===== src/rtl/dmem_arbiter.sv =====
// dmem_arbiter: round-robin arbiter/sequencer sharing one byte-addressed data RAM between two requesters.
// Optional misaligned-access error responses are enabled by defining DMEM_ARB_ALIGN_CHECK_EN.
module dmem_arbiter #(
  parameter int DATA_WIDTH   = 32,
  parameter bit RESET_PRIO_B = 1'b0
) (
  input  logic                  clk,
  input  logic                  rst,
  input  logic                  a_valid,
  output logic                  a_ready,
  input  logic [DATA_WIDTH-1:0] a_addr,
  input  logic [DATA_WIDTH-1:0] a_wdata,
  input  logic                  a_we,
  input  logic [1:0]            a_size,
  output logic                  a_resp_valid,
  output logic [DATA_WIDTH-1:0] a_rdata,
  output logic                  a_err,
  input  logic                  b_valid,
  output logic                  b_ready,
  input  logic [DATA_WIDTH-1:0] b_addr,
  input  logic [DATA_WIDTH-1:0] b_wdata,
  input  logic                  b_we,
  input  logic [1:0]            b_size,
  output logic                  b_resp_valid,
  output logic [DATA_WIDTH-1:0] b_rdata,
  output logic                  b_err,
  output logic [DATA_WIDTH-1:0] ram_r_addr,
  input  logic [DATA_WIDTH-1:0] ram_rd,
  output logic [DATA_WIDTH-1:0] ram_w_addr,
  output logic [DATA_WIDTH-1:0] ram_wd,
  output logic                  ram_we,
  output logic                  busy
);

  typedef enum logic [1:0] {IDLE, RMW_WR, RESP} state_t;

  state_t                r_state, w_state_nxt;
  logic                  r_prio_b, r_sel_b, r_err, r_half;
  logic [DATA_WIDTH-1:0] r_rdata, r_addr;
  logic [15:0]           r_wdata;

  logic                  w_grant_a, w_grant_b, w_accept;
  logic [DATA_WIDTH-1:0] w_addr, w_wdata;
  logic                  w_we, w_word, w_misalign, w_rmw, w_resp;
  logic [1:0]            w_size;

  assign w_grant_b = (r_state == IDLE) && !rst && b_valid && (!a_valid || r_prio_b);
  assign w_grant_a = (r_state == IDLE) && !rst && a_valid && !w_grant_b;
  assign w_accept  = w_grant_a || w_grant_b;

  assign w_addr  = w_grant_b ? b_addr  : a_addr;
  assign w_wdata = w_grant_b ? b_wdata : a_wdata;
  assign w_we    = w_grant_b ? b_we    : a_we;
  assign w_size  = w_grant_b ? b_size  : a_size;
  assign w_word  = w_size[1];

`ifdef DMEM_ARB_ALIGN_CHECK_EN
  assign w_misalign = ((w_size == 2'b01) && w_addr[0]) || (w_word && (w_addr[1:0] != 2'b00));
`else
  assign w_misalign = 1'b0;
`endif

  assign w_rmw = w_we && !w_word && !w_misalign;

  always_comb begin
    w_state_nxt = r_state;
    a_ready     = w_grant_a;
    b_ready     = w_grant_b;
    ram_r_addr  = '0;
    ram_w_addr  = '0;
    ram_wd      = '0;
    ram_we      = 1'b0;
    case (r_state)
      IDLE: begin
        if (w_accept) begin
          ram_r_addr  = w_addr;
          w_state_nxt = w_rmw ? RMW_WR : RESP;
          if (w_we && w_word && !w_misalign) begin
            ram_we     = 1'b1;
            ram_w_addr = w_addr;
            ram_wd     = w_wdata;
          end
        end
      end
      RMW_WR: begin
        ram_we      = 1'b1;
        ram_w_addr  = r_addr;
        ram_wd      = r_half ? {r_rdata[DATA_WIDTH-1:16], r_wdata[15:0]}
                             : {r_rdata[DATA_WIDTH-1:8],  r_wdata[7:0]};
        w_state_nxt = RESP;
      end
      RESP:    w_state_nxt = IDLE;
      default: w_state_nxt = IDLE;
    endcase
    // a write pending in the reset cycle must never reach the RAM
    if (rst) ram_we = 1'b0;
  end

  always_ff @(posedge clk) begin
    if (rst) begin
      r_state  <= IDLE;
      r_prio_b <= RESET_PRIO_B;
      r_sel_b  <= 1'b0;
      r_err    <= 1'b0;
      r_half   <= 1'b0;
      r_rdata  <= '0;
      r_addr   <= '0;
      r_wdata  <= '0;
    end else begin
      r_state <= w_state_nxt;
      if (w_accept) begin
        r_prio_b <= !w_grant_b;
        r_sel_b  <= w_grant_b;
        r_err    <= w_misalign;
        r_half   <= (w_size == 2'b01);
        r_addr   <= w_addr;
        r_wdata  <= w_wdata[15:0];
        if (w_misalign || (w_we && w_word)) r_rdata <= '0;
        else                                r_rdata <= ram_rd;
      end else if (r_state == RMW_WR) begin
        r_rdata <= '0;
      end
    end
  end

  assign w_resp       = (r_state == RESP) && !rst;
  assign a_resp_valid = w_resp && !r_sel_b;
  assign b_resp_valid = w_resp && r_sel_b;
  assign a_rdata      = a_resp_valid ? r_rdata : '0;
  assign b_rdata      = b_resp_valid ? r_rdata : '0;
  assign a_err        = a_resp_valid && r_err;
  assign b_err        = b_resp_valid && r_err;
  assign busy         = (r_state != IDLE) && !rst;

endmodule


===== config.mk =====
export PLATFORM = sky130hd
export DESIGN_NAME = dmem_arbiter
export DESIGN_NICKNAME = d
export VERILOG_FILES = /design/src/rtl/dmem_arbiter.sv
export SDC_FILE = /design/constraint.sdc
export NUM_CORES = 1
export LEC_CHECK = 0
export CAP_MARGIN = 20
export CORE_ASPECT_RATIO = 0.9
export CORE_MARGIN = 3
export CORE_UTILIZATION = 25
export CTS_BUF_LIST = sky130_fd_sc_hd__clkbuf_4
export DETAILED_ROUTE_END_ITERATION = 16
export MAX_ROUTING_LAYER = met4
export SKIP_CTS_REPAIR_TIMING = 1
export SYNTH_ARGS = -nofsm -noshare
export SYNTH_HDL_FRONTEND = slang
export SYNTH_SLANG_ARGS = --single-unit

===== constraint.sdc =====
create_clock -name clk -period 2.8 [get_ports clk]
set_clock_uncertainty 0.1 [all_clocks]
set_input_delay 0.56 -clock clk [delete_from_list [all_inputs] [get_ports clk]]
set_output_delay 0.56 -clock clk [all_outputs]
set_load 0.1 [all_outputs]

==> results.yml, run 1 <==
detailed_routing:
  drc_errors: 0
  wire_per_inst_um: 21.8
  ant_nets: 0
  wl_mm: 26.3
  first_iter_violations: 347
  firstDrtPassIters: 6
  vias: 6240
  via_per_inst: 5.17
placed_design:
  dpl.cell_count: 1162
  dp_hpwl_mm: 19.0
  gp_congestion: 0.865
  numPortBuffers: 335
clocking:
  cts-root-buf: "clkbuf_4"
  htreeDepth: 3
  clkLatencyLatePin_ns: 0.44
  clkTransAtPathRegs_ns: 0.14
  cts_max_path_buffers: 2
  cts_tree: "yes"
  cts_made_buffers: 9
  cts.sinks: 85
cells_and_area:
  fin_util_pct: 67.3
  drive_above_1_share_pct: 48.0
  nFillCells: 1374
  nNetsFinal: 1123
  instances_no_fill: 1207
  area_growth_pct: 159
sta:
  final-setup-viol-count: 81
  worstMarginPinSlew_ns: 0.662
  rsz0062_at_grt: "yes"
  finalWorstSetupSlack_ns: -0.111
  post-route-min-period_ns: 2.91
  finalMaxSlewViolations: 0
  max_freq_mhz: 343
  max_slew_margin_pct: 55.9
  finalHoldViolCount: 0
  min_period_over_period_pct: 104
yosys:
  synth_edf_count: 0
  synthTopCellsByArea: "dfxtp_1 35%, a22o_1 17%, and2_1 8.2%, mux2i_1 8.2%, a222oi_1 6.6%"
  synth_top_area_share_pct: 34.9
  ys_warn_count: 0
  synthTopCellsByCount: "96 x a22o_1, 85 x dfxtp_1, 64 x and2_1"
  synth_async_sr_flop_share_pct: 0
  yosysTopAreaCell: "dfxtp_1"
  ys_seq_area_share_pct: 34.9
  synth-main-ff-cell: "dfxtp_1"
  yosys_register_bits: 85
  ys_types: 39
  syn-cell-area_um2: 4870
  synth.most_common_cell: "a22o_1"
  avgSynthCellArea_um2: 9.04
  synthCells: 539
global_route:
  grt_pass1_wl_mm: 36.9
  antenna_found_initial: 5
  track_usage_pct: 22.3
  grt_pass1_vias: 6441
  overflow: 0
  grt_start_max_net_pins: 55
worst_setup_path:
  timing.rr.start: "r_state[1]"
  cp-end-kind: "output pin"
  r2r_end: "r_addr[31]"
  worst_setup_path_start_kind: "flip-flop"
  critPathRequiredTime_ns: 2.14
  cp.arrival_ns: 2.25
  path_class: "flip-flop to output pin"
  worst-path-max-fanout: 8
  r2r_slack_ns: 0.72
  reg2regPathDepth: 8
power:
  power_mw: 4.44
  vdd_ir_drop_max_uv: 228
  powerDensity_nw_per_um2: 351
  p_leak_nw: 5.19
floorplan:
  ios: 338
  rows: 47
  die_h_um: 138
  die_x_um: 153
  core_area_um2: 18800
  dieArea_um2: 21200
  initial_utilization_pct: 26.0
hold_path:
  whs_path_depth: 1
  min_from: "r_rdata[3]"
  hp-class: "flip-flop to flip-flop"
  min_to: "r_rdata[3]"
job:
  maxCapViolCount: 0
status:
  violations: "setup timing"
  status: "complete, but fails checks"
placed cells by master (no fill, tap or decap), types with 3 or more instances in the layout:
| cell | instances |
|---|---|
| clkbuf_4 | 10 |
| a211oi_1 | 16 |
| buf_12 | 178 |
| diode_2 | 5 |
| and2_2 | 18 |
| a22o_4 | 64 |
| a222oi_1 | 32 |
| a21oi_1 | 3 |
| a22o_1 | 32 |
| clkdlybuf4s50_1 | 165 |
| mux2i_4 | 10 |
| buf_4 | 66 |
| mux2i_1 | 24 |
| mux2i_2 | 7 |
| and2_1 | 46 |
| o21ai_4 | 24 |
| dlymetal6s2s_1 | 3 |
| nor2_1 | 52 |
| nand2_1 | 30 |
| dfxtp_1 | 82 |
| clkbuf_16 | 9 |
| o22ai_4 | 8 |
| buf_6 | 37 |
report_power, final:
part | internal (mW) | switching (mW)
Clock | 0.363 | 0.440
Combinational | 1.02 | 1.20
Sequential | 1.31 | 0.0909
critical path: stages (launching register included):
cell and delay, ns:
dfxtp_2 0.36, nor3_4 0.25, buf_4 0.15, buf_6 0.09
and3_4 0.31, clkbuf_16 0.21, a22o_4 0.14, a22o_4 0.13
buf_12 0.16
state kept, by name, summed over array words and instances, names as in the netlist:
signal and count:
r_addr 32, r_half 1, r_prio_b 1, r_rdata 32
r_sel_b 1, r_state 2, r_wdata 16
cell type report:
| cell class | count | area (um2) | share of cell area (%) |
|---|---|---|---|
| multi-input combinational | 393 | 3990 | 31.6 |
| antenna | 5 | 12.5 | 0.0991 |
| clock buffer | 10 | 75.1 | 0.594 |
| tap | 245 | 307 | 2.43 |
| clock inverter | 5 | 76.3 | 0.604 |
| sequential | 85 | 1710 | 13.5 |
| inverter | 2 | 10.0 | 0.0793 |
| timing repair buffer | 462 | 6450 | 51.1 |
how the worst max path moves through the flow:
stage,startpoint,endpoint,slack [ns],cells after the start
5_1_grt,r_state[1],ram_w_addr[11],-0.21,8
3_3_place_gp,a_valid,ram_we,-0.35,8
4_1_cts,a_valid,ram_we,-0.33,8
6_report,r_state[1],ram_w_addr[11],-0.11,8
2_1_floorplan,rst,ram_wd[17],-0.40,5
3_5_place_dp,a_valid,ram_we,-0.32,8
per-layer routing:
layer	global-route usage (%)	vias up	wire length, um
met1	25.9	3039	10400
met2	37.3	268	13400
met3	7.06	28	2040
met5	-	-	0
li1	-	2905	-
met4	6.19	0	410
kinds of logic after synthesis:
logic type,Yosys count,synth area share [%]
mux,41,8.68
compound gates,189,32.1
simple gates,161,17.1
flops,85,34.9
buf+inv,62,7.12
other cells,1,0.0770
stage by stage:
step,cell area [um2],hold WS (ns),worst slack (ns),TNS [ns]
after floorplan,5730,0.348,-0.398,-5.76
after global placement,11600,0.364,-0.347,-16.61
after detailed placement,11600,0.371,-0.322,-19.25
after CTS,11800,0.410,-0.326,-19.61
after global routing,12600,0.411,-0.210,-14.34
final,12600,0.406,-0.111,-4.92
No activity file was read; power rests on OpenSTA's default activity.
==> run 2: changes to the inputs <==
--- a/config.mk
+++ b/config.mk
@@ -6,12 +6,13 @@
 export NUM_CORES = 1
 export LEC_CHECK = 0
 export CAP_MARGIN = 20
-export CORE_ASPECT_RATIO = 0.9
-export CORE_MARGIN = 3
-export CORE_UTILIZATION = 25
+export CORE_AREA = 3 3 130 132
 export CTS_BUF_LIST = sky130_fd_sc_hd__clkbuf_4
+export CTS_CLUSTER_SIZE = 40
 export DETAILED_ROUTE_END_ITERATION = 16
+export DIE_AREA = 0 0 133 135
 export MAX_ROUTING_LAYER = met4
+export PLACE_DENSITY = 0.71
 export SKIP_CTS_REPAIR_TIMING = 1
 export SYNTH_ARGS = -nofsm -noshare
 export SYNTH_HDL_FRONTEND = slang
==> results.yml, run 2 (synthesis results as in run 1) <==
power:
  seqPwrFrac_pct: 33.2
  p_leak_nw: 4.92
  combPwrFrac_pct: 49.7
  vdd_ir_drop_max_uv: 291
  pwr-share-clk_pct: 17.1
  power_switching_mw: 1.71
  internal_power_mw: 2.53
  power_mw: 4.24
  swShare_pct: 40.3
  powerDensity_nw_per_um2: 351
global_route:
  use_met3_pct: 7.45
  overflow: 0
  grt_most_used_layer: "met2"
  use_met2_pct: 43.8
  grt_start_max_net_pins: 39
  track_usage_pct: 25.5
  antenna_found_initial: 2
  gr-usage-met1_pct: 28.1
  grt_pass1_vias: 6411
  grt_pass1_wl_mm: 35.1
sta:
  finalHoldViolCount: 0
  finalWorstSetupSlack_ns: -0.114
  max_slew_margin_pct: 63.7
  final-setup-viol-count: 73
  post-route-min-period_ns: 2.91
  worstMarginPinSlew_ns: 0.544
  max_freq_mhz: 343
  finalMaxSlewViolations: 0
  rsz0062_at_grt: "yes"
  min_period_over_period_pct: 104
clocking:
  cts-root-buf: "clkbuf_4"
  cts.sinks: 85
  htreeDepth: 3
  clkLatencyLatePin_ns: 0.46
  clkTransAtPathRegs_ns: 0.15
  cts_made_buffers: 9
  cts_tree: "yes"
  cts_max_path_buffers: 2
placed_design:
  dp_hpwl_mm: 18.6
  numPortBuffers: 335
  gp_congestion: 0.899
worst_setup_path:
  path_class: "flip-flop to output pin"
  cp.arrival_ns: 2.25
  cp-end-kind: "output pin"
  critPathRequiredTime_ns: 2.14
  worst-path-max-fanout: 11
  worst_setup_path_start_kind: "flip-flop"
detailed_routing:
  drc_errors: 0
  first_iter_violations: 413
  firstDrtPassIters: 9
  ant_nets: 0
  vias: 6159
  via_per_inst: 5.36
  wl_mm: 24.3
  wire_per_inst_um: 21.2
status:
  violations: "setup timing"
  status: "complete, but fails checks"
cells_and_area:
  final_common_cell: "buf_12"
  final_cell_mix: "184 x buf_12, 166 x clkdlybuf4s50_1, 82 x dfxtp_1"
  drive_above_1_share_pct: 46.6
  fin_util_pct: 76.2
  area_growth_pct: 148
  nNetsFinal: 1095
  largestRegisters: "r_addr (32), r_rdata (32), r_wdata (16)"
job:
  maxCapViolCount: 0
floorplan:
  ios: 338
  die_x_um: 133
  rows: 46
  dieArea_um2: 18000
  core_area_um2: 15800
  die_h_um: 135
  initial_utilization_pct: 30.8
hold_path:
  hp-class: "flip-flop to flip-flop"
[run 2: final timing paths]
kind	from	end	slack (ns)	depth (start not counted)
setup / recovery	r_state[1]	ram_w_addr[29]	-0.11	8
hold / removal	r_wdata[4]	r_wdata[4]	0.41	2
setup reg to reg	r_state[1]	r_rdata[5]	0.54	9
hold reg to reg	r_wdata[4]	r_wdata[4]	0.41	2
[run 2: through the flow]
| step | instance area [um2] | hold slack, ns | std cells | worst slack, ns | setup TNS, ns |
|---|---|---|---|---|---|
| finish | 12100 | 0.411 | 1148 | -0.114 | -5.00 |
| global route | 12100 | 0.446 | 1148 | -0.227 | -14.45 |
| CTS | 11700 | 0.398 | 1131 | -0.258 | -16.53 |
| detailed placement | 11500 | 0.374 | 1115 | -0.249 | -15.72 |
| global placement | 11500 | 0.362 | 1115 | -0.198 | -11.46 |
| floorplan | 5730 | 0.348 | 540 | -0.398 | -5.76 |
[run 2: worst max-delay path: stages, from the launching register on]
cell     delay [ns]
dfxtp_2        0.36
nor3_4         0.29
nand3_4        0.12
buf_6          0.15
mux2i_4        0.18
buf_12         0.14
buf_12         0.15
a22o_4         0.23
buf_12         0.16
[run 2: final cells by class]
cell class	count	area, um2
Multi-Input combinational cell	393	3860
Timing Repair Buffer	434	6090
Tap cell	216	270
Antenna cell	2	5.00
Fill cell	991	3760
Inverter	2	8.76
Clock inverter	6	53.8
Clock buffer	10	75.1
Sequential cell	85	1710
[run 2: power by group through the flow]
stage / combinational, mW / clock, mW / sequential (mW)
floorplan: 1.16 / 0 / 1.39
global placement: 1.98 / 0 / 1.42
detailed placement: 2.02 / 0 / 1.43
CTS: 2.03 / 0.744 / 1.41
global route: 2.19 / 0.786 / 1.42
finish: 2.10 / 0.725 / 1.41
[run 2: per-layer routing]
layer / part of all wire, % / vias up
li1: - / 2832
met1: 37 / 2984
met2: 52 / 294
met3: 8.2 / 49
met4: 3.0 / 0
met5: 0 / -
